$ cat config.mk
export PLATFORM = sky130hd
export DESIGN_NAME = vp_key_event_tx
export DESIGN_NICKNAME = d
export VERILOG_FILES = /design/src/rtl/vp_key_event_tx.sv
export SDC_FILE = /design/constraint.sdc
export NUM_CORES = 1
export LEC_CHECK = 0
export BUFFER_PORTS_ARGS = -buffer_cell sky130_fd_sc_hd__buf_2
export CORE_UTILIZATION = 61
export DETAILED_ROUTE_END_ITERATION = 7
export PLACE_DENSITY_LB_ADDON = 0.12
export REMOVE_ABC_BUFFERS = 1
export SYNTH_ARGS = -nofsm -noshare
export SYNTH_HDL_FRONTEND = slang
export SYNTH_SLANG_ARGS = --single-unit
$ cat constraint.sdc
create_clock -name clk_sys -period 3.29 [get_ports clk_sys]
set_input_delay 0.329 -clock clk_sys [delete_from_list [all_inputs] [get_ports clk_sys]]
set_output_delay 0.329 -clock clk_sys [all_outputs]
set_load 0.01 [all_outputs]
$ cat src/rtl/vp_key_event_tx.sv
// Key-event transmitter: turns PS/2 toggle-protocol keys and joystick numpad bits
// into queued ASCII press/release events, presented one at a time until acknowledged.
module vp_key_event_tx #(
    parameter int FIFO_DEPTH = 8,
    parameter int ADDR_W     = 3
) (
    input  logic        clk_sys,
    input  logic        reset,
    input  logic [10:0] ps2_key,
    input  logic [9:0]  joy_numpad,
    output logic        tx_data_ready_o,
    output logic [7:0]  tx_ascii_o,
    output logic        tx_released_o,
    input  logic        tx_read_i,
    output logic        overflow_o
);

    localparam logic [ADDR_W:0]   FULL_COUNT = (ADDR_W + 1)'(FIFO_DEPTH);
    localparam logic [ADDR_W:0]   COUNT_ONE  = {{ADDR_W{1'b0}}, 1'b1};
    localparam logic [ADDR_W-1:0] PTR_ONE    = {{(ADDR_W - 1){1'b0}}, 1'b1};

    // Returns {mapped, ascii}; the extended flag plays no part in the mapping.
    function automatic logic [8:0] ps2_to_ascii(input logic [7:0] code);
        logic [8:0] r;
        r = 9'h000;
        case (code)
            8'h16: r = {1'b1, 8'h31};  8'h1E: r = {1'b1, 8'h32};
            8'h26: r = {1'b1, 8'h33};  8'h25: r = {1'b1, 8'h34};
            8'h2E: r = {1'b1, 8'h35};  8'h36: r = {1'b1, 8'h36};
            8'h3D: r = {1'b1, 8'h37};  8'h3E: r = {1'b1, 8'h38};
            8'h46: r = {1'b1, 8'h39};  8'h45: r = {1'b1, 8'h30};
            8'h1C: r = {1'b1, 8'h61};  8'h32: r = {1'b1, 8'h62};
            8'h21: r = {1'b1, 8'h63};  8'h23: r = {1'b1, 8'h64};
            8'h24: r = {1'b1, 8'h65};  8'h2B: r = {1'b1, 8'h66};
            8'h34: r = {1'b1, 8'h67};  8'h33: r = {1'b1, 8'h68};
            8'h43: r = {1'b1, 8'h69};  8'h3B: r = {1'b1, 8'h6A};
            8'h42: r = {1'b1, 8'h6B};  8'h4B: r = {1'b1, 8'h6C};
            8'h3A: r = {1'b1, 8'h6D};  8'h31: r = {1'b1, 8'h6E};
            8'h44: r = {1'b1, 8'h6F};  8'h4D: r = {1'b1, 8'h70};
            8'h15: r = {1'b1, 8'h71};  8'h2D: r = {1'b1, 8'h72};
            8'h1B: r = {1'b1, 8'h73};  8'h2C: r = {1'b1, 8'h74};
            8'h3C: r = {1'b1, 8'h75};  8'h2A: r = {1'b1, 8'h76};
            8'h1D: r = {1'b1, 8'h77};  8'h22: r = {1'b1, 8'h78};
            8'h35: r = {1'b1, 8'h79};  8'h1A: r = {1'b1, 8'h7A};
            8'h29: r = {1'b1, 8'h20};  8'h79: r = {1'b1, 8'h2B};
            8'h7B: r = {1'b1, 8'h2D};  8'h7C: r = {1'b1, 8'h2A};
            8'h4A: r = {1'b1, 8'h2F};  8'h55: r = {1'b1, 8'h3D};
            8'h1F: r = {1'b1, 8'h11};  8'h27: r = {1'b1, 8'h12};
            8'h5A: r = {1'b1, 8'h0A};  8'h66: r = {1'b1, 8'h08};
            default: r = 9'h000;
        endcase
        return r;
    endfunction

    logic              primed;
    logic              old_toggle;
    logic [9:0]        old_joy;
    logic [9:0]        pending;
    logic              ps2_evt;
    logic [7:0]        ps2_code;
    logic              ps2_rel;
    logic              push_req;
    logic [8:0]        push_data;
    logic [8:0]        mem [FIFO_DEPTH];
    logic [ADDR_W-1:0] wr_ptr;
    logic [ADDR_W-1:0] rd_ptr;
    logic [ADDR_W:0]   count;
    logic              unused_ext;

    logic [8:0]        ps2_map;
    logic              joy_any;
    logic [3:0]        joy_sel;
    logic [9:0]        svc_mask;
    logic [9:0]        pending_d;
    logic              push_req_d;
    logic [8:0]        push_data_d;
    logic              do_pop;
    logic              do_push;
    logic              drop;
    logic [ADDR_W-1:0] rd_ptr_d;
    logic [ADDR_W:0]   count_d;
    logic [8:0]        head_d;

    assign unused_ext = ps2_key[8];

    // Arbitration stage: a mapped PS/2 event wins; otherwise the lowest pending joystick bit.
    always_comb begin
        ps2_map     = ps2_to_ascii(ps2_code);
        joy_any     = |pending;
        joy_sel     = 4'd0;
        svc_mask    = 10'h000;
        push_req_d  = 1'b0;
        push_data_d = 9'h000;
        for (int i = 9; i >= 0; i--) begin
            if (pending[i]) joy_sel = 4'(i);
        end
        if (ps2_evt && ps2_map[8]) begin
            push_req_d  = 1'b1;
            push_data_d = {ps2_rel, ps2_map[7:0]};
        end else if (joy_any) begin
            push_req_d        = 1'b1;
            push_data_d[8]    = ~joy_numpad[joy_sel];
            push_data_d[7:0]  = (joy_sel == 4'd9) ? 8'h30 : 8'h31 + {4'h0, joy_sel};
            svc_mask[joy_sel] = 1'b1;
        end
        pending_d = (pending | (primed ? (joy_numpad ^ old_joy) : 10'h000)) & ~svc_mask;
    end

    // FIFO next state; the head is taken from the incoming entry when it lands at the new read slot.
    always_comb begin
        do_pop   = tx_read_i && tx_data_ready_o;
        do_push  = push_req && ((count != FULL_COUNT) || do_pop);
        drop     = push_req && (count == FULL_COUNT) && !do_pop;
        rd_ptr_d = do_pop ? rd_ptr + PTR_ONE : rd_ptr;
        count_d  = count;
        case ({do_push, do_pop})
            2'b10:   count_d = count + COUNT_ONE;
            2'b01:   count_d = count - COUNT_ONE;
            default: count_d = count;
        endcase
        head_d = (do_push && (wr_ptr == rd_ptr_d)) ? push_data : mem[rd_ptr_d];
    end

    always_ff @(posedge clk_sys) begin
        if (do_push) mem[wr_ptr] <= push_data;
    end

    always_ff @(posedge clk_sys or posedge reset) begin
        if (reset) begin
            primed          <= 1'b0;
            old_toggle      <= 1'b0;
            old_joy         <= 10'h000;
            pending         <= 10'h000;
            ps2_evt         <= 1'b0;
            ps2_code        <= 8'h00;
            ps2_rel         <= 1'b0;
            push_req        <= 1'b0;
            push_data       <= 9'h000;
            wr_ptr          <= '0;
            rd_ptr          <= '0;
            count           <= '0;
            tx_data_ready_o <= 1'b0;
            tx_ascii_o      <= 8'h00;
            tx_released_o   <= 1'b0;
            overflow_o      <= 1'b0;
        end else begin
            primed          <= 1'b1;
            old_toggle      <= ps2_key[10];
            old_joy         <= joy_numpad;
            pending         <= pending_d;
            ps2_evt         <= primed && (ps2_key[10] != old_toggle);
            ps2_code        <= ps2_key[7:0];
            ps2_rel         <= ~ps2_key[9];
            push_req        <= push_req_d;
            push_data       <= push_data_d;
            if (do_push) wr_ptr <= wr_ptr + PTR_ONE;
            rd_ptr          <= rd_ptr_d;
            count           <= count_d;
            tx_data_ready_o <= (count_d != '0);
            tx_released_o   <= head_d[8];
            tx_ascii_o      <= head_d[7:0];
            if (drop) overflow_o <= 1'b1;
        end
    end

endmodule

; Word level (Yosys, flattened, before mapping)
; Memory sizes are Yosys's and may differ from the RTL's. A register that Yosys moved wholly into a read port is not among the register bits.
; Cells that the tools add are included.
[totals]
ff_bits = 54
ram_bits = 72
romBits = 1024
out_inout_bits = 11
word_cells = 73
n_memories = 2
[memory_table]
columns = memory, depth, word_bits, rd, rd_clocked_by_memory_dff, write_ports, line
row1 = (name not given), 128, 8, 1, 0, 0, 26  ; case (code)
row2 = mem, 8, 9, 1, 1, 1, 64  ; logic [8:0] mem [FIFO_DEPTH];
[classes]
addsub = 5
order_cmp = 2
eq_ne = 6
muxes = 27
bitwise_logic = 6
n_reduce_logical = 11
[ops]
columns = operator, count
row1 = 2-to-1 mux 4 bit, 10
row2 = 2-to-1 mux 10 bit, 3
row3 = 2-to-1 mux 9 bit, 3
row4 = bitwise AND 10 bit, 1
row5 = NOT 10 bit, 1
row6 = bitwise OR 10 bit, 1
row7 = OR reduction 10 bit, 1
row8 = XOR 10 bit, 1
row9 = "== test 4 bit, second input constant", 2
row10 = case mux 4 bit (2 select lines), 1
row11 = "adder 6 x 4 -> 7 bit, first input constant", 1
row12 = logical AND 1 bit, 7
row13 = 2-to-1 mux 7 bit, 1
row14 = "adder 3 x 1 -> 3 bit, second input constant", 2
row15 = 2-to-1 mux 1 bit, 6
row16 = "< comparator 4 x 5 -> 1 bit, second input constant", 1
row17 = "adder 4 x 1 -> 4 bit, second input constant", 1
row18 = binary-select mux 1 bit (select 4 bit), 1
row19 = demux 1 bit (select 4 bit), 1
row20 = "greater-or-equal comparator 4 x 1 -> 1 bit, second input constant", 1
row21 = "inequality test 4 bit, second input constant", 1
row22 = nonzero test 4 bit, 1
row23 = "subtractor 4 x 1 -> 4 bit, second input constant", 1
row24 = 2-to-1 mux 3 bit, 1
row25 = 6 further kinds, 7

; Longest topological paths before layout
; Gate-level depths: netlist of run 1.
[logic_depth]
depth_word = 18
depth_mapped = 11
depth_no_buf = 11

; Worst setup path before layout of run 1
; OpenSTA, ideal clock, no wires.
[synth_path]
kind = reg-to-reg
start = register count[1]
end = register tx_data_ready_o
setup_time_ps = 139
arrival_ps = 2565
slack_ps = 587
path_stages_with_launch = 12
synth_period_minus_slack_ps = 2703
path_cell_list = dfrtp_1 nor4b_1 nand2_1 nand2_1 ha_1 ha_1 a21o_1 a21oi_1 xnor2_1 nor2_1 xor2_1 or4_1
[synth_between]
elab_chain_cells = 6
word_cells_on_any_way = 9
[synth_lines]
columns = element, line
row1 = "start, declared", 67  ; logic [ADDR_W:0] count;
row2 = "start signal, assigned", 158  ; count <= count_d;
row3 = inequality test 4 bit, 112  ; do_push = push_req && ((count != FULL_COUNT) || do_pop);
row4 = logical OR 1 bit, 112
row5 = logical AND 1 bit, 112
row6 = == test 2 x 1 -> 1 bit or == test 2 bit (tied branches), 116  ; case ({do_push, do_pop})
row7 = case mux 4 bit (2 select lines) *, 116
row8 = net count_d[3], 81  ; logic [ADDR_W:0] count_d;
row9 = nonzero test 4 bit *, 159  ; tx_data_ready_o <= (count_d != '0);
row10 = "end signal, assigned", 159
row11 = "end, declared", 11  ; output logic tx_data_ready_o,
; Mark *: on every way through the listed nets, which the timed path passes. The rest lies on a longest branch.
; A chain may end at the register's enable or synchronous reset.

; Worst setup path in the final report of run 1
; Same ends and word-level chain as after synthesis.

==> results of run 1 <==
## registers in the layout (all words and copies together), names as in the netlist, 3 cells and up
signal,count
pending,10
rd_ptr,3
ps2_code,8
mem,64
push_data,8
wr_ptr,3
tx_ascii_o,7
count,4
old_joy,10
## through the flow
stage / cells / utilization
6_report: 719 / 0.7481
3_3_place_gp: 666 / 0.6613
2_1_floorplan: 484 / -
3_5_place_dp: 666 / 0.6613
5_1_grt: 719 / 0.7481
4_1_cts: 719 / 0.7481
## kinds of logic (layout without fill, tap and decap cells)
group	Yosys count	in the layout	synth area share
AND/OR/NAND/NOR	136	136	0.1121
flip-flops	125	125	0.5646
AO/OA/AOI/OAI	111	111	0.1170
multiplexers	48	48	0.09731
buffers and inverters	47	124	0.03688
XOR/XNOR	25	25	0.03893
adder cells (fa/ha/maj)	15	15	0.03196
other	2	2	0.001230
## worst max path at each step
stage	from	to	slack, ps	cells after the start
CTS	count[1]$_DFF_PP0_	tx_data_ready_o$_DFF_PP0_	560	11
floorplan	ps2_code[2]$_DFF_PP0_	pending[7]$_DFF_PP0_	510	8
detailed placement	count[1]$_DFF_PP0_	tx_data_ready_o$_DFF_PP0_	580	11
global route	count[1]$_DFF_PP0_	tx_data_ready_o$_DFF_PP0_	270	11
global placement	count[1]$_DFF_PP0_	tx_data_ready_o$_DFF_PP0_	630	11
finish	count[1]$_DFF_PP0_	tx_data_ready_o$_DFF_PP0_	530	11
## layout by cell type (no fill, tap or decap), types with 3 or more instances in the layout
| master | netlist | layout |
|---|---|---|
| sky130_fd_sc_hd__nor3_2 | 0 | 3 |
| sky130_fd_sc_hd__nand2_1 | 44 | 44 |
| sky130_fd_sc_hd__bufinv_16 | 0 | 5 |
| sky130_fd_sc_hd__buf_2 | 6 | 32 |
| sky130_fd_sc_hd__edfxtp_1 | 64 | 64 |
| sky130_fd_sc_hd__buf_4 | 3 | 17 |
| sky130_fd_sc_hd__o21ai_0 | 22 | 22 |
| sky130_fd_sc_hd__o211ai_1 | 5 | 5 |
| sky130_fd_sc_hd__mux2i_1 | 38 | 38 |
| sky130_fd_sc_hd__a21oi_1 | 28 | 28 |
| sky130_fd_sc_hd__o21ai_1 | 9 | 9 |
| sky130_fd_sc_hd__and2_1 | 6 | 6 |
| sky130_fd_sc_hd__dlygate4sd3_1 | 0 | 21 |
| sky130_fd_sc_hd__clkbuf_16 | 0 | 16 |
| sky130_fd_sc_hd__a211oi_1 | 5 | 5 |
| sky130_fd_sc_hd__xor2_1 | 14 | 14 |
| sky130_fd_sc_hd__o31ai_1 | 3 | 3 |
| sky130_fd_sc_hd__xnor2_1 | 10 | 10 |
| sky130_fd_sc_hd__mux4_2 | 8 | 8 |
| sky130_fd_sc_hd__inv_1 | 20 | 19 |
| sky130_fd_sc_hd__ha_1 | 14 | 14 |
| sky130_fd_sc_hd__nor3_1 | 14 | 11 |
| sky130_fd_sc_hd__nand2b_1 | 8 | 8 |
| sky130_fd_sc_hd__nor2b_1 | 6 | 6 |
| sky130_fd_sc_hd__nand3_1 | 14 | 14 |
| sky130_fd_sc_hd__a31oi_1 | 11 | 11 |
| sky130_fd_sc_hd__nor2_1 | 26 | 26 |
| sky130_fd_sc_hd__clkinvlp_4 | 0 | 4 |
| sky130_fd_sc_hd__dfrtp_1 | 61 | 61 |
| sky130_fd_sc_hd__nor4_1 | 3 | 3 |
| sky130_fd_sc_hd__a21o_1 | 3 | 3 |
## final cells by class
cell class | instances | area, µm²
clock buffers | 17 | 414.1
clock inverters | 15 | 220.2
fillers | 676 | 2451
inverters | 22 | 82.58
multi-input cells | 337 | 2449
flip-flops and latches | 125 | 3448
well taps | 133 | 166.4
repair buffers | 70 | 498.0
## power breakdown
part	switching [mW]	internal [mW]
combinational	1.14	0.899
sequential	0.292	2.16
clock	0.662	1.30
total	2.10	4.37
## worst max-delay path, stage by stage (launching register included)
cell and delay (ps):
sky130_fd_sc_hd__dfrtp_1 410, sky130_fd_sc_hd__nor4b_1 430, sky130_fd_sc_hd__nand2_1 100, sky130_fd_sc_hd__nand2_1 100, sky130_fd_sc_hd__ha_1 220, sky130_fd_sc_hd__ha_1 250
sky130_fd_sc_hd__a21o_1 180, sky130_fd_sc_hd__a21oi_1 170, sky130_fd_sc_hd__xnor2_1 140, sky130_fd_sc_hd__nor2_1 70, sky130_fd_sc_hd__xor2_1 160, sky130_fd_sc_hd__or4_1 400
## repair_timing
item	CTS	global route
endpoints found under the hold margin	47	0
gates resized for setup	0	0
hold buffers	21	0
## layer usage
metal | track usage | vias to the layer above | share of wire
met5 | 0 | - | 0
li1 | - | 1991 | -
met3 | 0.05951 | 26 | 0.047
met1 | 0.3321 | 2030 | 0.41
met4 | 0.1143 | 0 | 0.020
met2 | 0.4631 | 145 | 0.52
==> PnR_summary.wiki, run 1 <==
{| class="wikitable"
! Metric !! Value
|-
| Effective utilization at floorplan || 0.6277
|-
| Slew Limit Fails || 0
|-
| Average detailed-routed wire length per instance || 17.86 µm
|-
| Highest attainable clock frequency || roughly 360 MHz
|-
| Longest Clk Path Bufs || 2
|-
| WHS Endpoint || overflow_o$_DFFE_PP0P_
|-
| Final cell area excluding filler cells || approximately 7300 µm²
|-
| Total power || 6.465 mW
|-
| Layout area overhead || 19.18%
|-
| Biggest area contributors in the synthesized netlist || sky130_fd_sc_hd__edfxtp_1 31%, sky130_fd_sc_hd__dfrtp_1 25%, sky130_fd_sc_hd__mux2i_1 6.2%, sky130_fd_sc_hd__mux4_2 3.0%, sky130_fd_sc_hd__ha_1 2.9%
|-
| Setup repair after global routing missed its margin || false
|-
| Sort of element at the end of the critical path || flop
|-
| Cells on worst reg2reg path || 11
|-
| Actual transition at the worst max-transition pin || 912.1 ps
|-
| Cells after synthesis || just over 500
|-
| Drt initial violations || around 250
|-
| Combined area of all synthesized cells || 6107 µm²
|-
| Launching element type of the critical path || flop
|-
| Min-Delay Path Depth || 3
|-
| Total global-route track usage || 0.2704
|-
| Shortest clock period the worst path allows after layout || 2758 ps
|-
| Standard-cell row count || 36
|-
| PD cells || just under 900 nW/µm²
|-
| Clock transition at the register clock pins on the worst setup and hold paths after CTS || roughly 60 ps
|-
| Hold violation total from the final report || 0
|-
| Ys Warns || 0
|-
| ANT cells || 0
|-
| Largest net degree at the start of global routing || 38
|-
| Yosys cell types || 67
|-
| TritonCTS clock tree || done
|-
| Worst min-delay path startpoint || tx_read_i
|-
| R2R Path End || tx_data_ready_o$_DFF_PP0_
|-
| Router iterations before antenna repair || 5
|-
| Top-level port count || 35
|-
| Number of register bits inferred by synthesis || 125
|-
| Setup WS pre-CTS || roughly 580 ps
|-
| Sum of negative setup slack || 0 ps
|-
| Slack of the worst reg-to-reg path || 530 ps
|-
| Most area-hungry cell type in the Yosys netlist || sky130_fd_sc_hd__edfxtp_1
|-
| Async set or reset register ratio after synthesis || 0.4880
|-
| Number of sinks handled by clock tree synthesis || 125
|-
| Post-route fraction of the period consumed by the critical path || 0.8384
|-
| Leading register cell type out of synthesis || sky130_fd_sc_hd__edfxtp_1
|-
| Average instance area after synthesis || about 12 µm²
|-
| Final ANT Viol Nets || 0
|-
| Number of global-route vias before repair || roughly 4,100
|-
| DIE HEIGHT || 102.1 µm
|-
| Antenna violations before repair || 0
|-
| Post-CTS Setup Inserts || 0
|-
| Worst EP arrival || 3130 ps
|-
| Standard cell core area || about 9700 µm²
|-
| Number of remaining DRC errors || 0
|-
| Routability-driven placement congestion ratio || 0.9467
|-
| HPWL after DPL || 8077 µm
|-
| Post-synth EDFFs || between 60 and 70
|-
| Via count || about 4,200
|-
| Count of input and output buffers || 32
|-
| Setup slack after layout || 531.8 ps
|-
| Min Hold Slack || 264.4 ps
|-
| Start-to-end type of the worst setup path || reg2reg
|-
| Slew HR || 0.3897
|-
| Setup violations, final || 0
|-
| Die area || 10,420 µm²
|-
| Max rail drop VDD || 0.0005469 V
|-
| Vias/cell || between 5 and 6
|-
| CTS Root Cell || sky130_fd_sc_hd__clkbuf_8
|-
| Number of violations of the max-capacitance limit || 0
|-
| Share of the synthesized area in the top cell type || 0.3147
|-
| Most used standard cell by instance count after synthesis || sky130_fd_sc_hd__edfxtp_1
|-
| Commonest cells in the synthesized netlist || 64 x sky130_fd_sc_hd__edfxtp_1, 61 x sky130_fd_sc_hd__dfrtp_1, 44 x sky130_fd_sc_hd__nand2_1, 38 x sky130_fd_sc_hd__mux2i_1, 28 x sky130_fd_sc_hd__a21oi_1
|-
| Result of the run || complete, no violations
|-
| Startpoint of the lowest-slack register-to-register path || count[1]$_DFF_PP0_
|-
| Hold crit path type || in2reg
|-
| Register area share after synthesis || 0.5646
|-
| Die Span X || between 100 and 150 µm
|-
| Setup Skew || 9.476 ps
|-
| Final net count || 612
|-
| WP data required || roughly 3700 ps
|-
| Critical Path Fanout Max || 4
|-
| Clock latency at the later pin of the worst-skew pair || 510 ps
|-
| TritonCTS Buffers || 17
|-
| Detailed Route WL || 12,840 µm
|-
| Fraction of final layout cells sized beyond drive strength 1 || 0.1741
|-
| Instance area after placement || about 6400 µm²
|-
| Leakage || 2.890 nW
|-
| Final global-route overflow total || 0
|-
| H-tree levels || 4
|-
| First-pass GRT wire length || a little over 20,000 µm
|}
(Power assumes the default switching activity.)
==> run 2, diff against run 1 <==
==> constraint.sdc (replaced) <==
create_clock -name clk_sys -period 2.65 [get_ports clk_sys]
set_input_delay 0.265 -clock clk_sys [delete_from_list [all_inputs] [get_ports clk_sys]]
set_output_delay 0.265 -clock clk_sys [all_outputs]
set_load 0.01 [all_outputs]
==> run 2 against run 1 <==
  * First-iteration DRC count rose by 33%
  * Sequential power rose by 24%
  * Sequential share of layout area fell by 0.72 points
  * Count of clock-buffer cells in the layout rose by 1
  * Via count rose by 3.9%
  * Non-clock buffer count rose by 13
  * Cell count rose by 1.8%
  * Sequential cell count did not move
  * Global-route usage rose by 1.0 points
  * Total power rose by 24%
  * Die area did not move
  * Fmax rose by 9.8%
==> PnR_summary.wiki, run 2 (synthesized netlist as in run 1, its figures left out) <==
{| class="wikitable"
! Metric !! Value
|-
| Result of the run || complete, no violations (unchanged)
|-
| Standard cell core area || 9729 µm² (unchanged)
|-
| Number of remaining DRC errors || 0 (unchanged)
|-
| Top-level port count || 35 (unchanged)
|-
| ANT cells || 0 (unchanged)
|-
| Cells on worst reg2reg path || 11 (unchanged)
|-
| Highest attainable clock frequency || 398.2 MHz (was 362.6 MHz)
|-
| Worst EP arrival || 2880 ps (was 3130 ps)
|-
| Drt initial violations || 335 (was 252)
|-
| Max FFs per register || 64 (unchanged)
|-
| Ordered list of cells on the worst path || nor4b_2 -> nand2_1 -> nand2_2 -> ha_4 -> ha_4 -> a21o_1 -> a21oi_2 -> xnor2_1 -> nor2_1 -> xor2_1 -> or4_1 (was nor4b_1 -> nand2_1 -> nand2_1 -> ha_1 -> ha_1 -> a21o_1 -> a21oi_1 -> xnor2_1 -> nor2_1 -> xor2_1 -> or4_1)
|-
| Min Hold Slack || 226.0 ps (was 264.4 ps)
|-
| WHS Endpoint || overflow_o$_DFFE_PP0P_ (unchanged)
|-
| Layout area overhead || 21.02% (was 19.18%)
|-
| Actual transition at the worst max-transition pin || 664.0 ps (was 912.1 ps)
|-
| H-tree levels || 4 (unchanged)
|-
| Clock transition at the register clock pins on the worst setup and hold paths after CTS || 60 ps (about the same)
|-
| First-pass GRT wire length || 21,760 µm (was 20,580 µm)
|-
| Final ANT Viol Nets || 0 (unchanged)
|-
| Routability-driven placement congestion ratio || 0.9279 (was 0.9467)
|-
| Min-Delay Path Depth || 3 (unchanged)
|-
| CTS Root Cell || sky130_fd_sc_hd__clkbuf_8 (unchanged)
|-
| Via count || 4,355 (was 4,192)
|-
| Cell count after placement || 679 (was 666)
|-
| Shortest clock period the worst path allows after layout || 2511 ps (was 2758 ps)
|-
| Gate family responsible for the most delay along the worst path || simple AND/OR/NAND/NOR gates (unchanged)
|-
| Standard-cell row count || 36 (unchanged)
|-
| Sort of element at the end of the critical path || flop (unchanged)
|-
| Largest net degree at the start of global routing || 35 (was 38)
|-
| Slowest cell on the critical path || sky130_fd_sc_hd__or4_1 (was sky130_fd_sc_hd__nor4b_1)
|-
| Final net count || 625 (was 612)
|-
| Number of violations of the max-capacitance limit || 0 (unchanged)
|-
| Slack of the worst reg-to-reg path || 140 ps (was 530 ps)
|-
| Start-to-end type of the worst setup path || reg2reg (unchanged)
|-
| Number of sinks handled by clock tree synthesis || 125 (unchanged)
|-
| Most Frequent Cell on Critical Path || sky130_fd_sc_hd__ha_4
|-
| Detailed Route WL || 13,280 µm (was 12,840 µm)
|-
| Commonest cells after routing, fill and taps aside || 64 x sky130_fd_sc_hd__edfxtp_1, 61 x sky130_fd_sc_hd__dfrtp_1, 43 x sky130_fd_sc_hd__nand2_1 (was 64 x sky130_fd_sc_hd__edfxtp_1, 61 x sky130_fd_sc_hd__dfrtp_1, 44 x sky130_fd_sc_hd__nand2_1)
|-
| Number of global-route vias before repair || 4,274 (was 4,131)
|-
| Hold crit path type || in2reg (unchanged)
|-
| Final-layout fill cell count || 627 (was 676)
|-
| Largest regs || mem (64), old_joy (10), pending (10) (unchanged)
|-
| Router iterations before antenna repair || 5 (unchanged)
|-
| PD cells || 1085 nW/µm² (was 888.3 nW/µm²)
|-
| TritonCTS clock tree || done (unchanged)
|-
| Slew Limit Fails || 0 (unchanged)
|-
| GR Layer Usage met1 || 0.3673 (was 0.3321)
|-
| Hold violation total from the final report || 0 (unchanged)
|-
| Die area || 10,420 µm² (unchanged)
|-
| Most frequent standard cell in the layout excluding fill and tap cells || sky130_fd_sc_hd__edfxtp_1 (unchanged)
|-
| Met2 Resource Use GR || 0.4708 (was 0.4631)
|-
| Leakage || 2.953 nW (was 2.890 nW)
|-
| Max rail drop VDD || 0.0008957 V (was 0.0005469 V)
|-
| DIE HEIGHT || 102.1 µm (unchanged)
|-
| Average detailed-routed wire length per instance || 18.14 µm (was 17.86 µm)
|-
| Count of input and output buffers || 32 (unchanged)
|-
| Setup violations, final || 0 (unchanged)
|-
| Register with the most flip-flops || mem (unchanged)
|-
| Launching element type of the critical path || flop (unchanged)
|-
| Critical Path Fanout Max || 3 (was 4)
|-
| Clock latency at the later pin of the worst-skew pair || 510 ps (about the same)
|-
| Buffers plus inverters on the worst setup path || 0 (unchanged)
|-
| Vias/cell || 5.949 (was 5.830)
|-
| Global-route layer with the greatest usage || met2 (unchanged)
|-
| R2R Path End || tx_data_ready_o$_DFF_PP0_ (unchanged)
|-
| TritonCTS Buffers || 17 (unchanged)
|-
| Startpoint of the lowest-slack register-to-register path || count[0]$_DFF_PP0_ (was count[1]$_DFF_PP0_)
|-
| Worst min-delay path startpoint || tx_read_i (unchanged)
|-
| Total global-route track usage || 0.2806 (was 0.2704)
|-
| Setup Skew || 11.88 ps (was 9.476 ps)
|-
| Post-route fraction of the period consumed by the critical path || 0.9475 (was 0.8384)
|-
| WP data required || 3020 ps (was 3660 ps)
|-
| Slew HR || 0.5567 (was 0.3897)
|-
| Max incr delay on CP || 410 ps (was 430 ps)
|-
| Total power || 8.021 mW (was 6.465 mW)
|-
| Effective utilization at floorplan || 0.6277 (unchanged)
|-
| Fraction of final layout cells sized beyond drive strength 1 || 0.1953 (was 0.1741)
|-
| Antenna violations before repair || 0 (unchanged)
|-
| Final global-route overflow total || 0 (unchanged)
|-
| Die Span X || 102.1 µm (unchanged)
|-
| HPWL after DPL || 8236 µm (was 8077 µm)
|-
| Longest Clk Path Bufs || 2 (unchanged)
|-
| Post-layout instance count excluding filler cells || 732 (was 719)
|-
| Met3 layer usage reported by global route || 0.06635 (was 0.05951)
|}
==> run 2: changes by cell type in the layout (fill, tap and decap cells not counted), sizes merged <==
cell      before  now
clkinvlp       4    1
clkbuf        17   18
buf           49   62
bufinv         5    3
clkinv         6    7
inv           22   25
==> run 2: what timing repair did <==
item                                    CTS  global route
endpoints found under the setup margin    1             1
hold buffers                             21             0
pin swaps                                 0             5
hold endpoints to repair                 48             0
resized for setup                         1             5
setup buffers                             0             0
==> run 2: worst max path at each step <==
stage | from | to | slack [ps] | cells after the start
floorplan | ps2_code[2]$_DFF_PP0_ | pending[7]$_DFF_PP0_ | -130 | 8
global placement | count[1]$_DFF_PP0_ | tx_data_ready_o$_DFF_PP0_ | 80 | 11
detailed placement | count[1]$_DFF_PP0_ | tx_data_ready_o$_DFF_PP0_ | -60 | 11
CTS | count[1]$_DFF_PP0_ | tx_data_ready_o$_DFF_PP0_ | 20 | 11
global route | count[0]$_DFF_PP0_ | tx_data_ready_o$_DFF_PP0_ | -20 | 11
finish | count[0]$_DFF_PP0_ | tx_data_ready_o$_DFF_PP0_ | 140 | 11
==> run 2: tightest hold or removal path, stage by stage <==
cell                      delay, ps
sky130_fd_sc_hd__buf_2          120
sky130_fd_sc_hd__nand2_4        140
sky130_fd_sc_hd__a31o_2         170
==> run 2: layout make-up <==
cell class                 instances  area [µm²]  share of cell area
sequential                       125        3448              0.4666
tap                              133       166.4             0.02252
timing repair buffer              83       620.6             0.08397
clock inverter                    14       183.9             0.02489
inverter                          22       82.58             0.01117
clock buffer                      18       417.9             0.05654
multi-input combinational        337        2471              0.3343
==> run 2: metrics by stage <==
stage               setup WS (ps)  setup TNS (ps)    util  instance area (µm²)
finish                      139.0               0  0.7596                 7391
detailed placement         -62.49          -62.49  0.6723                 6541
CTS                         21.59               0  0.7564                 7360
global placement            75.30               0  0.6723                 6541
floorplan                  -134.8          -996.4       -                 5964
global route               -21.21          -21.21  0.7596                 7391
==> run 2: per-layer routing <==
metal | wire length (µm) | part of all wire
met5 | 0 | 0
met4 | 157 | 0.012
met3 | 931 | 0.070
met2 | 6685 | 0.50
met1 | 5506 | 0.41
==> run 2: report_power, final <==
| part | switching, mW | internal [mW] |
|---|---|---|
| logic | 1.47 | 1.20 |
| clock network | 0.865 | 1.45 |
| registers | 0.355 | 2.68 |
